<file path="src/rtl/ps2_entry_if.sv">
// ps2_entry_if: key-stream input, live accumulator view and committed-value slot of ps2_entry_ctrl
interface ps2_entry_if #(parameter int DIGITS = 4);
  logic [3:0] digit_i;
  logic new_data_i;
  logic ready_i;
  logic [4*DIGITS-1:0] acc_o;
  logic [4*DIGITS-1:0] data_o;
  logic [3:0] count_o;
  logic valid_o;
  logic overflow_o;
  logic drop_o;
  logic timeout_o;
  modport slave(
    input digit_i, new_data_i, ready_i,
    output acc_o, count_o, data_o, valid_o, overflow_o, drop_o, timeout_o
  );
  modport master(
    output digit_i, new_data_i, ready_i,
    input acc_o, count_o, data_o, valid_o, overflow_o, drop_o, timeout_o
  );
endinterface

</file>
<file path="src/rtl/ps2_entry_ctrl.sv">
// ps2_entry_ctrl: turns decoded PS/2 key codes into committed BCD numbers with backspace/clear/enter and idle timeout
module ps2_entry_ctrl #(
  parameter int DIGITS = 4,
  parameter int TIMEOUT_CYC = 1000000
) (
  input logic clk_i,
  input logic rst_i,
  ps2_entry_if.slave bus
);
  localparam int W = 4 * DIGITS;
  localparam int TW = TIMEOUT_CYC > 0 ? $clog2(TIMEOUT_CYC + 1) : 1;
  localparam logic [TW-1:0] LIM = TW'(TIMEOUT_CYC > 0 ? TIMEOUT_CYC - 1 : 0);
  localparam logic [TW-1:0] SAT = {TW{1'b1}};
  typedef enum logic {EMPTY, ENTRY} state_t;
  state_t state_q;
  logic [W-1:0] acc_q, data_q;
  logic [3:0] cnt_q;
  logic valid_q, ovf_q, drop_q, to_q;
  logic [TW-1:0] idle_q;
  logic key, expire;
  logic [W+3:0] acc_sh;
  assign key = bus.new_data_i && bus.digit_i <= 4'hC;
  assign expire = TIMEOUT_CYC > 0 && state_q == ENTRY && idle_q == LIM && !key;
  assign acc_sh = {acc_q, bus.digit_i};
  always_ff @(posedge clk_i or posedge rst_i) begin
    if (rst_i) begin
      state_q <= EMPTY;
      acc_q <= '0;
      data_q <= '0;
      cnt_q <= '0;
      valid_q <= 1'b0;
      ovf_q <= 1'b0;
      drop_q <= 1'b0;
      to_q <= 1'b0;
      idle_q <= '0;
    end else begin
      ovf_q <= 1'b0;
      drop_q <= 1'b0;
      to_q <= 1'b0;
      idle_q <= (state_q == EMPTY || key) ? '0 : idle_q + TW'(idle_q != SAT);
      if (valid_q && bus.ready_i) valid_q <= 1'b0;
      if (key && bus.digit_i <= 4'h9) begin
        if (cnt_q == 4'(DIGITS)) ovf_q <= 1'b1;
        else begin
          acc_q <= acc_sh[W-1:0];
          cnt_q <= cnt_q + 4'd1;
          state_q <= ENTRY;
        end
      end else if (key && bus.digit_i == 4'hA) begin
        if (cnt_q != '0) begin
          acc_q <= acc_q >> 4;
          cnt_q <= cnt_q - 4'd1;
          state_q <= cnt_q == 4'd1 ? EMPTY : ENTRY;
        end
      end else if ((key && bus.digit_i == 4'hC) || expire) begin
        acc_q <= '0;
        cnt_q <= '0;
        state_q <= EMPTY;
        to_q <= expire;
      end else if (key && bus.digit_i == 4'hB && cnt_q != '0) begin
        if (!valid_q || bus.ready_i) begin
          data_q <= acc_q;
          valid_q <= 1'b1;
          acc_q <= '0;
          cnt_q <= '0;
          state_q <= EMPTY;
        end else drop_q <= 1'b1;
      end
    end
  end
  assign bus.acc_o = acc_q;
  assign bus.count_o = cnt_q;
  assign bus.data_o = data_q;
  assign bus.valid_o = valid_q;
  assign bus.overflow_o = ovf_q;
  assign bus.drop_o = drop_q;
  assign bus.timeout_o = to_q;
endmodule

</file>
<file path="src/flat_wrapper.sv">
// flat-port wrapper written by rule: the top's interface ports become plain ports
module ps2_entry_ctrl_flat 
#(
  parameter int DIGITS = 4,
  parameter int TIMEOUT_CYC = 1000000
)
  (clk_i, rst_i, bus_digit_i, bus_new_data_i, bus_ready_i, bus_acc_o, bus_count_o, bus_data_o, bus_valid_o, bus_overflow_o, bus_drop_o, bus_timeout_o);
  ps2_entry_if #(.DIGITS(DIGITS)) bus_i ();
  input logic clk_i;
  input logic rst_i;
  input wire logic [$bits(bus_i.digit_i)-1:0] bus_digit_i;
  input wire logic [$bits(bus_i.new_data_i)-1:0] bus_new_data_i;
  input wire logic [$bits(bus_i.ready_i)-1:0] bus_ready_i;
  output wire logic [$bits(bus_i.acc_o)-1:0] bus_acc_o;
  output wire logic [$bits(bus_i.count_o)-1:0] bus_count_o;
  output wire logic [$bits(bus_i.data_o)-1:0] bus_data_o;
  output wire logic [$bits(bus_i.valid_o)-1:0] bus_valid_o;
  output wire logic [$bits(bus_i.overflow_o)-1:0] bus_overflow_o;
  output wire logic [$bits(bus_i.drop_o)-1:0] bus_drop_o;
  output wire logic [$bits(bus_i.timeout_o)-1:0] bus_timeout_o;
  assign bus_i.digit_i = bus_digit_i;
  assign bus_i.new_data_i = bus_new_data_i;
  assign bus_i.ready_i = bus_ready_i;
  assign bus_acc_o = bus_i.acc_o;
  assign bus_count_o = bus_i.count_o;
  assign bus_data_o = bus_i.data_o;
  assign bus_valid_o = bus_i.valid_o;
  assign bus_overflow_o = bus_i.overflow_o;
  assign bus_drop_o = bus_i.drop_o;
  assign bus_timeout_o = bus_i.timeout_o;
  ps2_entry_ctrl #(.DIGITS(DIGITS), .TIMEOUT_CYC(TIMEOUT_CYC)) u_core (.clk_i(clk_i), .rst_i(rst_i), .bus(bus_i));
endmodule
</file>
<file path="config.mk">
export PLATFORM = sky130hd
export DESIGN_NAME = ps2_entry_ctrl_flat
export DESIGN_NICKNAME = d
export VERILOG_FILES = /design/src/rtl/ps2_entry_if.sv /design/src/rtl/ps2_entry_ctrl.sv /design/src/flat_wrapper.sv
export SDC_FILE = /design/constraint.sdc
export NUM_CORES = 1
export LEC_CHECK = 0
export ABC_CLOCK_PERIOD_IN_PS = 2120
export BUFFER_PORTS_ARGS = -buffer_cell sky130_fd_sc_hd__buf_2
export CAP_MARGIN = 5
export CORE_ASPECT_RATIO = 0.75
export CORE_MARGIN = 2
export CORE_UTILIZATION = 42
export CTS_CLUSTER_DIAMETER = 200
export CTS_CLUSTER_SIZE = 14
export DETAILED_ROUTE_END_ITERATION = 10
export SLEW_MARGIN = 20
export SYNTH_ARGS = -nofsm -noshare
export SYNTH_HDL_FRONTEND = slang
export SYNTH_SLANG_ARGS = --single-unit
</file>
<file path="constraint.sdc">
create_clock -name clk_i -period 2.12 [get_ports clk_i]
set_input_delay 0.106 -clock clk_i [delete_from_list [all_inputs] [get_ports clk_i]]
set_output_delay 0.106 -clock clk_i [all_outputs]
set_load 0.03 [all_outputs]
</file>
### Yosys cells after proc, flatten, opt, wreduce, memory -nomap -nowiden

Index checks and enable logic that the tools add are counted.

| cells by class | value |
|---|---|
| $lt $le $gt $ge | 2 |
| reduce and logical (&&, ||, !) cells | 19 |
| muxes and demuxes | 39 |
| $add $sub $neg | 3 |
| eq/ne operators | 9 |
| bitwise operators | 4 |

Operator list:

| operator | count |
|---|---|
| $mux 16 | 7 |
| $mux 4 | 7 |
| $mux 1 | 24 |
| $add 20x1->20 | 1 |
| $eq 20x20->1 const B | 1 |
| $mux 20 | 1 |
| $ne 20x20->1 const B | 1 |
| $eq 4x4->1 const B | 3 |
| $reduce_bool 4->1 | 3 |
| $logic_and 1x1->1 | 9 |
| $le 4x4->1 const B | 2 |
| $reduce_and 5->1 | 1 |
| $add 4x1->4 const B | 1 |
| $eq 4x1->1 const B | 1 |
| $eq 4x3->1 const B | 1 |
| $not 1->1 | 4 |
| $reduce_and 4->1 | 1 |
| $sub 4x1->4 const B | 1 |
| $logic_or 1x1->1 | 3 |
| $ne 3x2->1 const B | 1 |
| $logic_not 1->1 | 2 |
| $ne 2x2->1 const B | 1 |

| word-level totals | value |
|---|---|
| input bits | 8 |
| register bits after elaboration | 61 |
| output and inout port bits | 40 |

### Longest topological paths before layout

Gate-level depths: netlist of run 1.

| logic depth | value |
|---|---|
| word-level depth | 8 |
| mapped depth | 9 |
| gate-level depth less buffers | 9 |

### Least setup slack after synthesis of run 1

No wires, ideal clock.

| path | value |
|---|---|
| kind | reg-to-reg |
| start | register u_core.cnt_q[0], in the netlist u_core.bus.count_o[0] |
| end | register u_core.acc_q[10], in the netlist u_core.bus.acc_o[10] |
| cell stages (with the launch flop) | 9 |
| period minus slack after synthesis | 2.252 ns |
| path buffers | 1 |
| library setup time | 0.125 ns |
| data required time | 1.995 ns |
| slack | -0.132 ns |
| data arrival time | 2.127 ns |
| cells stage by stage | dfrtp_1 > inv_1 > ha_1 > inv_1 > o311ai_0 > nand2b_1 > a32oi_2 > buf_6 > mux2_4 |

| on the way | value |
|---|---|
| word-level cells in the longest chain between the ends | 4 |
| elaborated cells on any way between the ends | 7 |
| those cells by class | eq/ne (3); reduce/logical (4) |

Ends and longest elaborated chain:

| what | line | source |
|---|---|---|
| start: declaration | ps2_entry_ctrl.sv:17 | `logic [3:0] cnt_q;` |
| start signal: assignment | ps2_entry_ctrl.sv:46 | `cnt_q <= cnt_q + 4'd1;` |
| start signal: assignment | ps2_entry_ctrl.sv:52 | `cnt_q <= cnt_q - 4'd1;` |
| $reduce_bool 4->1 | ps2_entry_ctrl.sv:50, ps2_entry_ctrl.sv:60 |  |
| $logic_and 1x1->1 | ps2_entry_ctrl.sv:60 | `end else if (key && bus.digit_i == 4'hB && cnt_q != '0) begin` |
| $reduce_bool 4->1 (no line) | -- |  |
| $reduce_and 4->1 (no line) (*) | -- |  |
| end signal: assignment | ps2_entry_ctrl.sv:45 | `acc_q <= acc_sh[W-1:0];` |
| end signal: assignment | ps2_entry_ctrl.sv:51 | `acc_q <= acc_q >> 4;` |
| end: declaration | ps2_entry_ctrl.sv:16 | `logic [W-1:0] acc_q, data_q;` |

Every way passes the cells marked *; elsewhere a longest branch is shown, timed or not.
A chain may end at the register's enable or synchronous reset.

### Worst setup path in the final report of run 1

| path | value |
|---|---|
| start | register u_core.idle_q[12] |
| end | register u_core.acc_q[7], in the netlist u_core.bus.acc_o[7] |

| on the way | value |
|---|---|
| word-level cells in the longest chain between the ends | 7 |
| elaborated cells on any way between the ends | 10 |
| those cells by class | eq/ne (1); mux (3); reduce/logical (6) |

Ends and longest elaborated chain:

| what | line | source |
|---|---|---|
| start: declaration | ps2_entry_ctrl.sv:19 | `logic [TW-1:0] idle_q;` |
| start signal: assignment | ps2_entry_ctrl.sv:40 | `idle_q <= (state_q == EMPTY \|\| key) ? '0 : idle_q + TW'(idle_q != SAT);` |
| $eq 20x20->1 (*) | ps2_entry_ctrl.sv:23 | `assign expire = TIMEOUT_CYC > 0 && state_q == ENTRY && idle_q == LIM && !key;` |
| $logic_and 1x1->1 (*) (2 in series) | ps2_entry_ctrl.sv:23 |  |
| $logic_or 1x1->1 (*) | ps2_entry_ctrl.sv:55 | `end else if ((key && bus.digit_i == 4'hC) \|\| expire) begin` |
| $mux 16 | ps2_entry_ctrl.sv:55 |  |
| $mux 16 | ps2_entry_ctrl.sv:49 | `end else if (key && bus.digit_i == 4'hA) begin` |
| $mux 16 | ps2_entry_ctrl.sv:42 | `if (key && bus.digit_i <= 4'h9) begin` |

Marked as above.

==> results of run 1 <==
## power by group
part	total [mW]	internal, mW	switching (mW)	leakage (nW)
clock	0.923	0.450	0.473	0.0880
combinational	0.823	0.326	0.497	0.971
sequential	1.33	1.26	0.0697	0.837
total	3.08	2.04	1.04	1.90
## worst reg2reg max path, delay by kind of cell, from the launching register on
family,cells,cell delay (ns)
and+or+nand+nor,3,0.83
DFF,1,0.40
AOI/OAI and AO/OA,1,0.26
muxes,1,0.31
buffers and inverters,1,0.22
## synth_stat cells (all sizes together) (4+ instances only)
cell type and instances:
o21ai 18, xor2 13, nand2 30, nand4 8, nor2 27, inv 13
nor3 4, dfrtp 61, nand3 8, xnor2 6, ha 6, clkbuf 7
mux2i 6, a22o 6, mux2 25
## cell families after synthesis
family,Yosys count,share of synthesized area [%]
and+or+nand+nor,94,15.3
adders and majority gates,6,2.54
buffers and inverters,23,3.47
DFF,61,51.6
xor gates and xnor gates,19,5.62
AOI/OAI and AO/OA,37,8.33
muxes,31,13.2
## per-layer routing
layer | GRT usage [%] | wire length (µm) | up-vias | share of wire (%)
met2 | 23.9 | 2710 | 62 | 41
li1 | - | - | 1117 | -
met1 | 28.9 | 3510 | 1095 | 53
met3 | 5.56 | 385 | 2 | 5.8
met5 | 0 | 0 | - | 0
met4 | 5.68 | 35 | 0 | 0.53
## through the flow
stage	cell area [µm²]	TNS, ns
after floorplan	2960	0
after global placement	3510	-0.113
after global routing	3830	-2.52
after CTS	3720	-0.450
after detailed placement	3510	-0.643
final	3830	-0.224
## what timing repair did
| action | 4_1_cts | 5_1_grt |
|---|---|---|
| setup buffers | 2 | 6 |
| setup endpoints to repair | 28 | 45 |
| hold endpoints to repair | 33 | 0 |
| gates resized for setup | 2 | 16 |
| pin swaps | 0 | 12 |
| hold buffers | 1 | 0 |
## layout make-up
class / instances / area, µm²
Fill cell: 615 / 3010
Sequential cell: 61 / 1530
Multi-Input combinational cell: 187 / 1390
Timing Repair Buffer: 87 / 574
Clock buffer: 10 / 138
Tap cell: 84 / 105
Inverter: 13 / 48.8
Clock inverter: 6 / 38.8
## registers in the layout (all words and copies together) (netlist names)
name                   count
u_core.bus.acc_o          16
u_core.bus.timeout_o       1
u_core.bus.drop_o          1
u_core.bus.valid_o         1
u_core.idle_q             20
u_core.state_q             1
u_core.bus.count_o         4
u_core.bus.overflow_o      1
u_core.bus.data_o         16
## worst paths after layout
check / start / to / slack [ns] / depth (start not counted)
hold / removal: bus_ready_i / u_core.bus.drop_o / 0.12 / 3
setup reg to reg: u_core.idle_q[12] / u_core.bus.acc_o[7] / -0.03 / 6
max in group asynchronous: rst_i / u_core.bus.count_o[1] / 1.07 / 4
setup / recovery: u_core.idle_q[12] / u_core.bus.acc_o[7] / -0.03 / 6
min in group asynchronous: rst_i / u_core.bus.data_o[4] / 0.43 / 3
hold reg to reg: u_core.bus.data_o[12] / u_core.bus.data_o[12] / 0.48 / 2
==> results.py, run 1 <==
metrics = {
    "layout": {
        "area.growth.synth_to_final_pct": 29.2,
        "n_antenna_cell": 0,
        "nets": 373,
        "fin_util_pct": 56.0,
        "mostFrequentLayoutCells": "59 x dfrtp_1, 47 x buf_2, 34 x buf_4, 30 x nand2_1, 25 x nor2_1",
        "layout.cells.non_filler": 448,
        "layout-drive-gt1-share_pct": 39.8,
        "final_common_cell": "dfrtp_1",
    },
    "min_path": {
        "min_path_type": "input pin to register",
    },
    "drt": {
        "wire_per_inst_um": 14.8,
        "ant_nets": 0,
        "wl_um": 6650,
        "vias_per_cell": 5.08,
        "drc_errors": 0,
        "vias": 2276,
        "drtIter0Drc": 68,
        "drt-pass1-iter-count": 5,
    },
    "die": {
        "start_util_pct": 43.3,
        "core-area_mm2": 0.00683,
        "fp.dieH_um": 76.7,
        "ios": 48,
        "die_x_um": 101,
        "die-area_mm2": 0.00774,
        "rows": 26,
    },
    "timing": {
        "final-max-slew-violation-count": 0,
        "fmax_mhz": 466,
        "finalSetupViolCount": 14,
        "relSlewSlack_pct": 51.6,
        "finalCriticalPeriod_ns": 2.15,
        "hold_ws_ns": 0.123,
        "rsz0062_at_grt": "true",
        "hold_violations": 0,
        "setup_ws_ns": -0.0251,
        "tightest_slew_ns": 0.725,
        "period_share_pct": 101,
        "skew_ns": 0.00860,
    },
    "global_routing": {
        "grt_use_total_pct": 18.4,
        "grt_pass1_vias": 2103,
        "antenna_found_initial": 0,
        "overflow": 0,
        "grt_max_degree": 35,
        "grt_pass1_wl_um": 10800,
    },
    "cts": {
        "clock_sinks": 61,
        "cts_max_level": 3,
        "cts.reportedPaths.clkPinSlew_ns": 0.07,
        "cts_tree": "yes",
        "cts_root_buf": "clkbuf_8",
        "cts.path.max_buffers": 2,
        "cts_made_buffers": 9,
        "clock_latency_ns": 0.34,
    },
    "place": {
        "io_buffer_count": 47,
        "dpl.cell_count": 423,
        "post-place-ws_ns": -0.0542,
        "place_congestion": 0.802,
        "dp_hpwl_um": 4730,
    },
    "power": {
        "power_density_mw_per_mm2": 805,
        "p_total_mw": 3.08,
        "peakVddDrop_mv": 0.479,
        "p_leak_nw": 1.90,
    },
    "synth": {
        "postSynthAreaPerCell_um2": 10.9,
        "synth.area.top_cells": "dfrtp_1 52%, mux2_4 6.6%, mux2_2 4.6%",
        "synth_edf_count": 0,
        "yosysSeqAreaShare_pct": 51.6,
        "yosysUniqueCellTypes": 39,
        "synth_warnings": 0,
        "synth_cells": 271,
        "syn_area_mm2": 0.00296,
        "yosys.area.top_type": "dfrtp_1",
        "syn_nets": 285,
        "synth_top_area_share_pct": 51.6,
        "synthFlopType": "dfrtp_1",
        "async_reset_ff_share_pct": 100,
        "synth-seq-cells": 61,
    },
    "flow_run": {
        "max_cap_violations": 0,
    },
    "setup_path": {
        "critPathTopFamily": "simple AND/OR/NAND/NOR gates",
        "required_ns": 2.34,
        "critPathArrivalTime_ns": 2.37,
        "slowest_stage": "or4b_1",
        "path_buf_inv": 1,
        "critPathKind": "register to register",
        "slowest_delay_ns": 0.52,
        "end_kind": "register",
        "cp_max_fo": 19,
        "crit_chain": "or4b_1 > nor4_2 > nand4_1 > a32oi_2 > buf_12 > mux2_4",
        "crit_path_start_kind": "register",
    },
    "outcome": {
        "violations": "negative setup slack",
        "status": "finished with violations",
    },
}
(Power assumes the default switching activity.)
==> inputs of run 2 (changes only) <==
- ABC_AREA: unset -> 1
- CORE_MARGIN: 2 -> unset
- PLACE_DENSITY: unset -> 0.75
==> run 2 against run 1 <==
Effect of this change:
- the run still ends with negative setup slack left
- power down 9.7%
- clock skew up 0.0032 ns
- sequential power down 5%
- critical path type unchanged
- critical path depth up 5
- combinational power down 43%
- sequential share of layout area down 1.2 points
- sequential cell count unchanged
- first-iteration DRC count rose to 3.7 times the previous value
- synthesized cell count up 50%
- cell count up 31%
- global-route usage up 5.0 points
- synthesized area up 5.5%
==> results.py, run 2 <==
metrics = {
    "power": {
        "p_clk_share_pct": 37.5,
        "p_switching_uw": 876,
        "comb_power_share_pct": 16.8,
        "p_total_mw": 2.78,
        "p_leak_nw": 1.97,
        "power.internal_mw": 1.90,
        "pwr-share-seq_pct": 45.8,
        "power_density_mw_per_mm2": 705,
        "peakVddDrop_mv": 0.321,
        "switching_share_pct": 31.5,
    },
    "synth": {
        "yosysUniqueCellTypes": 29,
        "post-synth-top-count-cell": "nand2_1",
        "postSynthAreaPerCell_um2": 7.67,
        "yosys-top-cells-count": "124 x nand2_1, 61 x dfrtp_1, 43 x inv_1, 37 x nor2_1, 34 x nand3_1",
        "synth.area.top_cells": "dfrtp_1 49%, nand2_1 15%, nand3_1 5.5%",
        "synth_cells": 407,
        "syn_area_mm2": 0.00312,
        "yosysSeqAreaShare_pct": 48.9,
        "syn_nets": 421,
        "synth_edf_count": 0,
        "synth_warnings": 0,
        "synth-seq-cells": 61,
        "synth_top_area_share_pct": 48.9,
        "async_reset_ff_share_pct": 100,
        "synthFlopType": "dfrtp_1",
        "yosys.area.top_type": "dfrtp_1",
    },
    "layout": {
        "fillCellCount": 641,
        "mostFrequentLayoutCells": "118 x nand2_1, 60 x dfrtp_1, 47 x buf_2, 37 x inv_1, 31 x nand3_1",
        "n_antenna_cell": 0,
        "nets": 497,
        "largest-register": "u_core.idle_q",
        "layout-drive-gt1-share_pct": 27.7,
        "fin_util_pct": 56.4,
        "largest_reg_flops": 20,
        "final_common_cell": "nand2_1",
        "area.growth.synth_to_final_pct": 26.3,
    },
    "global_routing": {
        "overflow": 0,
        "grt_use_total_pct": 23.4,
        "grt_pass1_vias": 2793,
        "grt_pass1_wl_um": 14000,
        "antenna_found_initial": 0,
        "grt_max_degree": 35,
    },
    "setup_path": {
        "slowest_stage": "or3b_4",
        "slowest_delay_ns": 0.47,
        "cp_max_fo": 4,
        "crit_chain": "inv_2 > nor3_2 > nand4_1 > or3b_4 > ha_4 > nand2_2 > inv_2 > buf_4 > nand4_1 > buf_4 > a21oi_1",
        "required_ns": 2.35,
        "critPathKind": "register to register",
        "critPathArrivalTime_ns": 2.35,
        "crit_path_start_kind": "register",
        "end_kind": "register",
    },
    "timing": {
        "rsz0062_at_grt": "true",
        "finalCriticalPeriod_ns": 2.13,
        "setup_ws_ns": -0.00517,
        "final-max-slew-violation-count": 0,
        "finalSetupViolCount": 2,
        "tightest_slew_ns": 0.691,
        "skew_ns": 0.0118,
        "relSlewSlack_pct": 53.9,
        "hold_violations": 0,
        "period_share_pct": 100,
        "fmax_mhz": 471,
    },
    "cts": {
        "cts_root_buf": "clkbuf_8",
        "cts.path.max_buffers": 2,
        "cts_made_buffers": 9,
        "clock_latency_ns": 0.35,
        "cts_max_level": 3,
        "cts_tree": "yes",
        "cts.reportedPaths.clkPinSlew_ns": 0.08,
        "clock_sinks": 61,
    },
    "drt": {
        "vias_per_cell": 5.17,
        "drc_errors": 0,
        "drt-pass1-iter-count": 5,
        "vias": 3030,
        "drtIter0Drc": 253,
        "ant_nets": 0,
        "wl_um": 8560,
        "wire_per_inst_um": 14.6,
    },
    "die": {
        "start_util_pct": 44.6,
        "die_x_um": 102,
        "ios": 48,
        "core-area_mm2": 0.00699,
        "rows": 26,
        "die-area_mm2": 0.00779,
        "fp.dieH_um": 76.7,
    },
    "outcome": {
        "status": "finished with violations",
        "violations": "negative setup slack",
    },
    "place": {
        "io_buffer_count": 47,
        "dp_hpwl_um": 5950,
        "place_congestion": 0.924,
    },
    "flow_run": {
        "max_cap_violations": 0,
    },
    "min_path": {
        "min_path_type": "input pin to register",
    },
}
==> run 2: cell count changes after synthesis, sizes merged, moves of 13 or more <==
cell	change
nand3	+27
inv	+34
nand2	+96
nor2	+13
o21ai	+15
mux2	-25
==> run 2: kinds of logic (layout without fill, tap and decap cells) <==
group           count (synthesis)  in the layout  synth area share [%]
fa+ha+maj                       6              6                  2.40
flops                          61             61                  48.9
compound gates                 55             55                  9.30
xor+xnor                        4              4                  1.12
buf+inv                        61            142                  8.34
simple gates                  220            220                  29.9
==> run 2: area by class of cell <==
cell class,count,area (µm²),share of cell area [%]
flip-flops and latches,61,1530,38.7
clock inverters,7,73.8,1.87
repair buffers,78,470,11.9
well taps,98,123,3.11
multi-input cells,285,1450,36.6
clock buffers,9,124,3.14
inverters,48,180,4.57
==> run 2: per-stage QoR <==
| step | hold WS, ns | worst slack, ns | cell area (µm²) | instances | TNS, ns |
|---|---|---|---|---|---|
| finish | 0.0576 | -0.00517 | 3940 | 586 | -0.00733 |
| global route | 0.0616 | -0.0822 | 3940 | 586 | -0.723 |
| CTS | 0.0503 | 0.0341 | 3800 | 579 | 0 |
| detailed placement | 0.262 | -0.135 | 3570 | 562 | -0.642 |
| global placement | 0.248 | -0.0270 | 3570 | 562 | -0.0438 |
| floorplan | 0.286 | 0.0138 | 3120 | 407 | 0 |
==> run 2: path summary, 6_finish.rpt <==
check / from / end / slack [ns] / depth (start not counted)
max: u_core.idle_q[10] / u_core.idle_q[9] / -0.005 / 11
min: bus_ready_i / u_core.bus.drop_o / 0.06 / 4
max reg2reg: u_core.idle_q[10] / u_core.idle_q[9] / -0.005 / 11
min reg2reg: u_core.state_q / u_core.state_q / 0.48 / 2
max in group asynchronous: rst_i / u_core.idle_q[8] / 1.01 / 4
min in group asynchronous: rst_i / u_core.bus.data_o[7] / 0.41 / 3
==> run 2: layer usage <==
layer / GRT usage, % / wire, µm / up-vias
met3: 5.74 / 551 / 19
met5: 0 / 0 / -
met4: 6.38 / 118 / 0
met2: 34.1 / 3840 / 117
met1: 34.4 / 4050 / 1438
li1: - / - / 1456
==> run 2: worst max-delay path: cells and delay by family (launching register included) <==
| family | cells | cell delay, ns |
|---|---|---|
| DFF | 1 | 0.37 |
| AOI/OAI and AO/OA | 1 | 0.05 |
| adders and majority gates | 1 | 0.18 |
| and+or+nand+nor | 5 | 1.05 |
| buffers and inverters | 4 | 0.36 |
==> run 2: power by group through the flow <==
stage	combinational (mW)	sequential (mW)	clock, mW
global route	0.513	1.28	1.11
floorplan	0.228	1.38	0
CTS	0.459	1.27	1.06
global placement	0.440	1.29	0
finish	0.467	1.27	1.04
detailed placement	0.456	1.29	0
==> run 2: what timing repair did <==
item / 4_1_cts / 5_1_grt
endpoints found under the hold margin: 32 / 0
pin swaps: 0 / 5
setup buffers: 0 / 7
hold buffers: 1 / 0
gates resized for setup: 6 / 30
endpoints found under the setup margin: 10 / 35
==> inputs of run 3 (changes only) <==
- PLACE_DENSITY: 0.75 -> 0.67
==> run 3 against run 2 <==
Effect of this change:
- the run still ends with negative setup slack left
- power hardly changed
- via count is 0.83% lower
- combinational power is 1% higher
- hold slack better by 0.011 ns
- clock skew hardly changed
- utilization is 0.14 points lower
- wire length is 5.8% lower
- clock-buffer cell count is 1 higher
- critical path depth is 2 higher
- sequential share of layout area is 0.067 points higher
- largest cell class unchanged
- highest routed layer unchanged
==> results.py, run 3 (synthesized netlist as in run 2, its figures left out) <==
metrics = {
    "outcome": {
        "status": "finished with violations",
        "violations": "negative setup slack",
    },
    "global_routing": {
        "grt_pass1_vias": 2610,
        "grt_max_degree": 62,
        "antenna_found_initial": 0,
        "grt_pass1_wl_um": 13400,
        "grt_use_total_pct": 22.5,
        "overflow": 0,
    },
    "drt": {
        "vias_per_cell": 5.14,
        "ant_nets": 0,
        "drt-pass1-iter-count": 5,
        "wl_um": 8060,
        "drc_errors": 0,
        "drtIter0Drc": 320,
        "vias": 3005,
        "wire_per_inst_um": 13.8,
    },
    "place": {
        "place_congestion": 0.882,
        "dp_hpwl_um": 5660,
        "place_area_mm2": 0.00360,
        "io_buffer_count": 47,
    },
    "cts": {
        "cts_max_level": 3,
        "cts_made_buffers": 9,
        "clock_latency_ns": 0.34,
        "cts.path.max_buffers": 2,
        "cts.reportedPaths.clkPinSlew_ns": 0.07,
        "clock_sinks": 61,
        "cts_tree": "yes",
        "cts_root_buf": "clkbuf_8",
    },
    "setup_path": {
        "crit_chain": "nand2_1 > nor2_2 > nand2_1 > or3b_1 > ha_2 > nand2_2 > inv_2 > nand3_4 > nor2_4 > nand2_2 > nor2_2 > a21oi_1 > nor2_1",
        "end_kind": "register",
        "crit_path_start_kind": "register",
        "critPathArrivalTime_ns": 2.36,
        "slowest_delay_ns": 0.41,
        "cp_max_fo": 4,
        "required_ns": 2.35,
        "slowest_stage": "or3b_1",
        "critPathKind": "register to register",
    },
    "layout": {
        "mostFrequentLayoutCells": "118 x nand2_1, 61 x dfrtp_1, 47 x buf_2, 39 x inv_1, 31 x nand3_1",
        "nets": 496,
        "fillCellCount": 674,
        "n_antenna_cell": 0,
        "final_common_cell": "nand2_1",
        "area.growth.synth_to_final_pct": 26.0,
        "finalInstanceArea_mm2": 0.00393,
        "largest-register": "u_core.idle_q",
        "largest_reg_flops": 20,
        "layout-drive-gt1-share_pct": 26.5,
    },
    "power": {
        "comb_power_share_pct": 17.0,
        "p_total_mw": 2.78,
        "power_density_mw_per_mm2": 706,
        "peakVddDrop_mv": 0.379,
        "switching_share_pct": 30.4,
        "p_leak_nw": 1.97,
        "p_switching_uw": 845,
        "pwr-share-seq_pct": 45.6,
        "p_clk_share_pct": 37.4,
        "power.internal_mw": 1.93,
    },
    "timing": {
        "skew_ns": 0.0119,
        "fmax_mhz": 469,
        "final-max-slew-violation-count": 0,
        "tightest_slew_ns": 0.435,
        "rsz0062_at_grt": "true",
        "hold_violations": 0,
        "setup_ws_ns": -0.0130,
        "relSlewSlack_pct": 71.0,
        "period_share_pct": 101,
        "finalSetupViolCount": 1,
        "hold_ws_ns": 0.0685,
        "finalCriticalPeriod_ns": 2.13,
        "tns_ns": -0.0130,
    },
    "die": {
        "ios": 48,
        "start_util_pct": 44.6,
        "fp.dieH_um": 76.7,
        "die_x_um": 102,
        "core-area_mm2": 0.00699,
        "rows": 26,
        "die-area_mm2": 0.00779,
    },
    "min_path": {
        "min_path_type": "input pin to register",
    },
    "flow_run": {
        "max_cap_violations": 0,
    },
}
## run 3: changes by cell type in the layout (fill, tap and decap cells not counted), sizes merged
| cell | before | now |
|---|---|---|
| buf | 77 | 76 |
| clkinvlp | 1 | 3 |
| inv | 48 | 47 |
| clkinv | 5 | 3 |
| clkbuf | 9 | 10 |
## run 3: what timing repair did
item	CTS	global route
pin swaps	1	12
endpoints found under the hold margin	61	0
buffers inserted	0	4
hold buffers	1	0
resized for setup	2	29
setup endpoints to repair	7	34
## run 3: layer usage
metal  wire length, µm  part of all wire (%)  track usage, %  up-vias
li1                  -                     -               -     1453
met1              4070                    50            37.3     1410
met2              3290                    41            27.8      136
met3               648                   8.0            5.38        6
met4                62                  0.77            6.52        0
met5                 0                     0               0        -
## run 3: per-stage QoR
step	std cells	utilization [%]	setup slack (ns)
after global routing	585	56.2	-0.129
after floorplan	407	-	0.0138
final	585	56.2	-0.0130
after detailed placement	564	51.5	-0.0504
after global placement	564	51.5	0.0207
after CTS	581	54.6	0.00587
## run 3: cell type report
type                       instances  area, µm²  share of cell area (%)
sequential                        61       1530                    38.8
inverter                          48        180                    4.58
timing repair buffer              77        475                    12.1
clock inverter                     6       62.6                    1.59
clock buffer                      10        138                    3.50
multi-input combinational        285       1430                    36.3
tap                               98        123                    3.12
## run 3: worst paths after layout
check | to | startpoint | slack [ns] | depth (start not counted)
setup / recovery | u_core.idle_q[14] | u_core.idle_q[5] | -0.01 | 13
hold / removal | u_core.bus.drop_o | bus_ready_i | 0.07 | 4
setup reg to reg | u_core.idle_q[14] | u_core.idle_q[5] | -0.01 | 13
hold reg to reg | u_core.bus.data_o[2] | u_core.bus.data_o[2] | 0.48 | 2
max in group asynchronous | u_core.bus.count_o[0] | rst_i | 1.48 | 4
min in group asynchronous | u_core.bus.data_o[0] | rst_i | 0.37 | 4
## run 3: worst max-delay path: cells and delay by family (launching register included)
kind	cells	cell delay [ns]
DFF	1	0.37
buffers and inverters	1	0.05
AOI/OAI and AO/OA	1	0.14
and+or+nand+nor	10	1.27
adders and majority gates	1	0.21
## run 3: power by group through the flow
stage | Clock, mW | Sequential [mW] | Combinational [mW]
after floorplan | 0 | 1.38 | 0.228
after global placement | 0 | 1.29 | 0.453
after detailed placement | 0 | 1.29 | 0.459
after CTS | 1.06 | 1.26 | 0.461
after global routing | 1.13 | 1.27 | 0.520
final | 1.04 | 1.27 | 0.472
